## config.mk

```make
export PLATFORM = sky130hd
export DESIGN_NAME = scaler_rupt_sched
export DESIGN_NICKNAME = d
export VERILOG_FILES = /design/src/rtl/scaler_rupt_sched.sv
export SDC_FILE = /design/constraint.sdc
export NUM_CORES = 1
export LEC_CHECK = 0
export ABC_AREA = 0
export CORE_MARGIN = 4
export CORE_UTILIZATION = 50
export CTS_BUF_LIST = sky130_fd_sc_hd__clkbuf_4 sky130_fd_sc_hd__clkbuf_8
export DETAILED_ROUTE_END_ITERATION = 10
export PLACE_DENSITY = 0.75
export SYNTH_ARGS = -nofsm -noshare
export SYNTH_HDL_FRONTEND = slang
export SYNTH_SLANG_ARGS = --single-unit
export TNS_END_PERCENT = 5
```

## constraint.sdc

```tcl
create_clock -name CLOCK -period 1.9 [get_ports CLOCK]
set_clock_uncertainty 0.2 [all_clocks]
set_input_delay 0.19 -clock CLOCK [delete_from_list [all_inputs] [get_ports CLOCK]]
set_output_delay 0.19 -clock CLOCK [all_outputs]
set_load 0.05 [all_outputs]
```

## src/rtl/scaler_rupt_sched.sv

```systemverilog
// scaler_rupt_sched: three timer counters (T3, T4, T5) advanced by the scaler
// 10 ms strobe. Counter overflows raise pending flags, and a fixed-priority
// arbiter hands the pending sources one at a time to the interrupt logic.
module scaler_rupt_sched #(
  parameter int WIDTH = 15
) (
  input  logic             CLOCK,
  input  logic             rst,
  input  logic             TICK,
  input  logic             WR,
  input  logic [1:0]       WSEL,
  input  logic [WIDTH-1:0] WDATA,
  input  logic [1:0]       RSEL,
  output logic [WIDTH-1:0] RDATA,
  input  logic             INHINT,
  input  logic             RUPT_ACK,
  output logic             RUPT_REQ,
  output logic [1:0]       RUPT_ID,
  output logic [2:0]       PEND,
  output logic [2:0]       OVRN,
  input  logic             CLR_OVRN
);

  localparam logic [0:0] IDLE = 1'b0;
  localparam logic [0:0] REQ  = 1'b1;

  // Index 0 = T3, 1 = T4, 2 = T5 throughout.
  logic [WIDTH-1:0] cnt [3];
  logic [2:0]       wr_hit;
  logic [2:0]       ovf_evt;
  logic [2:0]       grant;
  logic [2:0]       ovrn_set;
  logic [1:0]       grant_id;
  logic             grant_valid;
  logic [0:0]       state;

  // Decode the write target and detect wrap events; a write on a tick edge
  // replaces the increment, so that counter cannot overflow on that edge.
  always_comb begin
    wr_hit  = '0;
    ovf_evt = '0;
    for (int i = 0; i < 3; i++) begin
      wr_hit[i]  = WR && (WSEL == 2'(i));
      ovf_evt[i] = TICK && !wr_hit[i] && (cnt[i] == '1);
    end
  end

  // Pick the pending source to grant: T5 first, then T3, then T4.
  always_comb begin
    grant       = '0;
    grant_id    = 2'd0;
    grant_valid = 1'b0;
    if (state == IDLE && !INHINT) begin
      if (PEND[2]) begin
        grant       = 3'b100;
        grant_id    = 2'd2;
        grant_valid = 1'b1;
      end else if (PEND[0]) begin
        grant       = 3'b001;
        grant_id    = 2'd0;
        grant_valid = 1'b1;
      end else if (PEND[1]) begin
        grant       = 3'b010;
        grant_id    = 2'd1;
        grant_valid = 1'b1;
      end
    end
  end

  // An overrun is an event on a source already pending, unless that pending
  // bit is being consumed by a grant on the very same edge.
  assign ovrn_set = ovf_evt & PEND & ~grant;

  // Load or advance the three timer counters.
  always_ff @(posedge CLOCK or posedge rst) begin
    if (rst) begin
      for (int i = 0; i < 3; i++) cnt[i] <= '0;
    end else begin
      for (int i = 0; i < 3; i++) begin
        if (wr_hit[i])
          cnt[i] <= WDATA;
        else if (TICK)
          cnt[i] <= cnt[i] + WIDTH'(1);
      end
    end
  end

  // Track pending and sticky overrun flags; a new overrun beats the clear.
  always_ff @(posedge CLOCK or posedge rst) begin
    if (rst) begin
      PEND <= '0;
      OVRN <= '0;
    end else begin
      PEND <= (PEND & ~grant) | ovf_evt;
      OVRN <= ovrn_set | (CLR_OVRN ? 3'b000 : OVRN);
    end
  end

  // Request handshake: hold the request stable until acknowledged, then
  // spend at least one cycle idle before the next grant.
  always_ff @(posedge CLOCK or posedge rst) begin
    if (rst) begin
      state    <= IDLE;
      RUPT_REQ <= 1'b0;
      RUPT_ID  <= 2'd0;
    end else begin
      case (state)
        IDLE: begin
          if (grant_valid) begin
            state    <= REQ;
            RUPT_REQ <= 1'b1;
            RUPT_ID  <= grant_id;
          end
        end
        REQ: begin
          if (RUPT_ACK) begin
            state    <= IDLE;
            RUPT_REQ <= 1'b0;
          end
        end
        default: begin
          state    <= IDLE;
          RUPT_REQ <= 1'b0;
        end
      endcase
    end
  end

  // Combinational readback of the selected counter; select 3 reads zero.
  always_comb begin
    RDATA = '0;
    case (RSEL)
      2'd0:    RDATA = cnt[0];
      2'd1:    RDATA = cnt[1];
      2'd2:    RDATA = cnt[2];
      default: RDATA = '0;
    endcase
  end

endmodule

```

==> results of run 1 <==
worst register-to-register path: cells and delay by family, from the launching register on:
family / cells / cell delay (ps)
adders and majority gates: 1 / 260
DFF: 1 / 410
buffers and inverters: 1 / 160
and+or+nand+nor: 4 / 690
layout make-up:
| class | instances | area (um2) | area share |
|---|---|---|---|
| inverters | 7 | 26.3 | 0.00598 |
| flip-flops and latches | 55 | 1380 | 0.313 |
| multi-input cells | 280 | 1740 | 0.396 |
| well taps | 75 | 93.8 | 0.0214 |
| clock buffers | 6 | 76.3 | 0.0174 |
| clock inverters | 2 | 60.1 | 0.0137 |
| repair buffers | 92 | 1020 | 0.232 |
metrics by stage:
stage	cell area, um2	hold WS [ps]
2_1_floorplan	3190	83.5
3_3_place_gp	4180	258
3_5_place_dp	4180	265
4_1_cts	4370	272
5_1_grt	4390	299
6_report	4390	267
where the power goes:
group          switching (W)  internal, W  leakage [nW]
Combinational        0.00121      0.00110          1.16
Sequential          0.000400      0.00150         0.657
Clock               0.000398     0.000542        0.0688
Total                0.00201      0.00314          1.89
repair_timing:
item / in CTS / in global routing
resized for setup: 4 / 9
pin swaps: 0 / 0
endpoints found under the setup margin: 5 / 17
hold buffers: 1 / 0
cloned: 1 / 0
endpoints found under the hold margin: 15 / 0
buffers inserted: 1 / 0
registers in the layout (all words and copies together), names as in the netlist:
| signal | flops |
|---|---|
| PEND | 3 |
| RUPT_ID | 2 |
| state | 1 |
| RUPT_REQ | 1 |
| OVRN | 3 |
| cnt | 45 |
cells in the mapped netlist:
library cell / instances / share of area
mux2i_1: 18 / 0.056
and3_1: 4 / 0.0078
or3b_2: 1 / 0.0027
buf_4: 1 / 0.0024
nand3_2: 1 / 0.0031
buf_1: 5 / 0.0059
o21ai_0: 32 / 0.050
ha_1: 3 / 0.012
and4_1: 4 / 0.011
a22o_1: 1 / 0.0027
nand3_1: 8 / 0.013
nor3b_1: 1 / 0.0024
clkbuf_2: 1 / 0.0016
nor3_2: 1 / 0.0031
o32ai_1: 1 / 0.0027
clkbuf_1: 6 / 0.0071
xor2_1: 17 / 0.047
nor2_1: 37 / 0.043
or2_2: 1 / 0.0020
buf_6: 1 / 0.0035
o22ai_2: 1 / 0.0039
nand4_4: 1 / 0.0067
buf_2: 4 / 0.0063
or4b_4: 1 / 0.0043
nand4b_1: 1 / 0.0027
nand2_1: 49 / 0.058
o31ai_1: 2 / 0.0047
nor2b_1: 1 / 0.0020
dfrtp_1: 55 / 0.43
inv_1: 7 / 0.0082
a21oi_1: 32 / 0.050
nor3_1: 5 / 0.0078
nand3b_1: 2 / 0.0047
xnor2_1: 24 / 0.066
o21ai_1: 1 / 0.0016
nor4_1: 10 / 0.020
nand4_2: 1 / 0.0039
mux2_2: 2 / 0.0071
nand4_1: 16 / 0.031
o22ai_1: 1 / 0.0020
metal layers:
metal | vias up | routed length (um) | track usage
li1 | 1420 | - | -
met1 | 1401 | 3930 | 0.337
met2 | 89 | 4090 | 0.384
met3 | 10 | 600 | 0.0310
met4 | 0 | 63 | 0.0404
met5 | - | 0 | 0
cell families (layout without fill, tap and decap cells):
logic type | after synthesis | after routing
simple gates | 145 | 145
mux | 20 | 20
fa+ha+maj | 3 | 3
buf+inv | 25 | 107
xor+xnor | 41 | 41
flops | 55 | 55
compound gates | 71 | 71
final timing paths:
kind                            slack [ps]                   end                  from  cells past startpoint
worst max-delay path                    50               OVRN[2]     OVRN[2]$_DFF_PP0_                      1
worst min-delay path                   270       state$_DFF_PP0_              RUPT_ACK                      2
worst max register to register          60   cnt[14]$_DFFE_PP0P_    cnt[0]$_DFFE_PP0P_                      6
worst min register to register         280  RUPT_REQ$_DFFE_PP0P_  RUPT_REQ$_DFFE_PP0P_                      2
max in group asynchronous              380   cnt[20]$_DFFE_PP0P_                   rst                      4
min in group asynchronous              530   cnt[10]$_DFFE_PP0P_                   rst                      3
==> flow_summary.toml, run 1 <==
[run_status]
run_status = "completed"

[synthesis]
yosysWarnings = 0
synth-seq-cells = 55
synth_top_family_by_area = "simple AND/OR/NAND/NOR gates"
syn-cell-area_um2 = 3190
avgSynthCellArea_um2 = 8.87
synth_compound_area_frac = 0.118
synth_fa_ha_area_frac = 0.0118
ys_seq_area_frac = 0.431
yosys.area_share.simple = 0.229
synth_nets = 389
synth-xor-area-share = 0.112
synth_cell_types = 40
syn_inst = 360
synth.area.mux_share = 0.0635

[cts]
cts_buffers = 5
clk_pin_slew_worst_paths_ps = 90
htree_num_levels = 2
clock_latency_ps = 310
cts_tree = "done"
cts_num_sinks = 55
root_buffer = "clkbuf_8"
clock_path_buffers = 2

[detailed_routing]
drtIter0Drc = 147
drtAntennaViolNets = 0
dr.pass1.iters = 4
via_per_inst = 5.65
num_vias = 2920
drt_wl_total_mm = 8.68
wl_per_cell_um = 16.8
drc = 0

[cells_and_area]
layout_commonest_cell = "dfrtp_1"
layout_common_cells = "55 x dfrtp_1, 48 x nand2_1, 42 x buf_4, 37 x nor2_1, 32 x a21oi_1"
stdcell_count = 517
nNetsFinal = 470
finalCoreUtilization = 0.725
diodes = 0
drive_gt1_frac = 0.199
fillers = 436
syn_to_final_growth_pct = 37.5

[floorplanning]
io_pins = 50
dieArea_um2 = 7730
die_width_um = 87.9
core_area_um2 = 6060
start_util = 0.527
rows = 28
fp.dieH_um = 87.9

[power_and_ir_drop]
peakVddDrop_uv = 708
p_leak_nw = 1.89
total_power_w = 0.00515
p_per_area_nw_per_um2 = 1170

[critical_path]
worstPathArrival_ps = 1460
start_kind = "register"
slowest_stage = "clkdlybuf4s50_1"
path_buf_inv = 1
crit_fanout = 2
critical_path.top_delay_family = "buffers and inverters"
critPathMaxStageDelay_ps = 810
path_class = "reg -> out"
cp.required_ps = 1510
path_cells = "clkdlybuf4s50_1"
critPathCaptureType = "output pin"

[global_route]
grt_pass1_wl_mm = 14.1
track_usage = 0.234
antenna_found_initial = 0
grt_pass1_vias = 2845
grt_max_degree = 30
overflow = 0

[hold_path]
hp-class = "in -> reg"

[timing]
setup_violations = 0
setup_tns_ps = 0
max_freq_ghz = 0.539
slew_viol_final = 0
rsz0062_at_grt = "yes"
tightest_slew_ps = 550
setup_slack_ps = 45.5
hold_viol = 0
final.min_clock_period_ps = 1850
relSlewSlack = 0.630
period_share = 0.976

[place]
io_buffers = 49
dp_slack_ps = -154
hpwl_mm = 6.62
dp.cells = 506
gp_congestion = 0.893

[run]
max-cap-violations = 0
No activity file was read; power rests on OpenSTA's default activity.
==> run 2: changes to the inputs <==
--- a/config.mk
+++ b/config.mk
@@ -6,6 +6,7 @@
 export NUM_CORES = 1
 export LEC_CHECK = 0
 export ABC_AREA = 0
+export CAP_MARGIN = 40
 export CORE_MARGIN = 4
 export CORE_UTILIZATION = 50
 export CTS_BUF_LIST = sky130_fd_sc_hd__clkbuf_4 sky130_fd_sc_hd__clkbuf_8
==> results of run 2 <==
The final DEF is identical to that of run 1; final timing and power are the same.
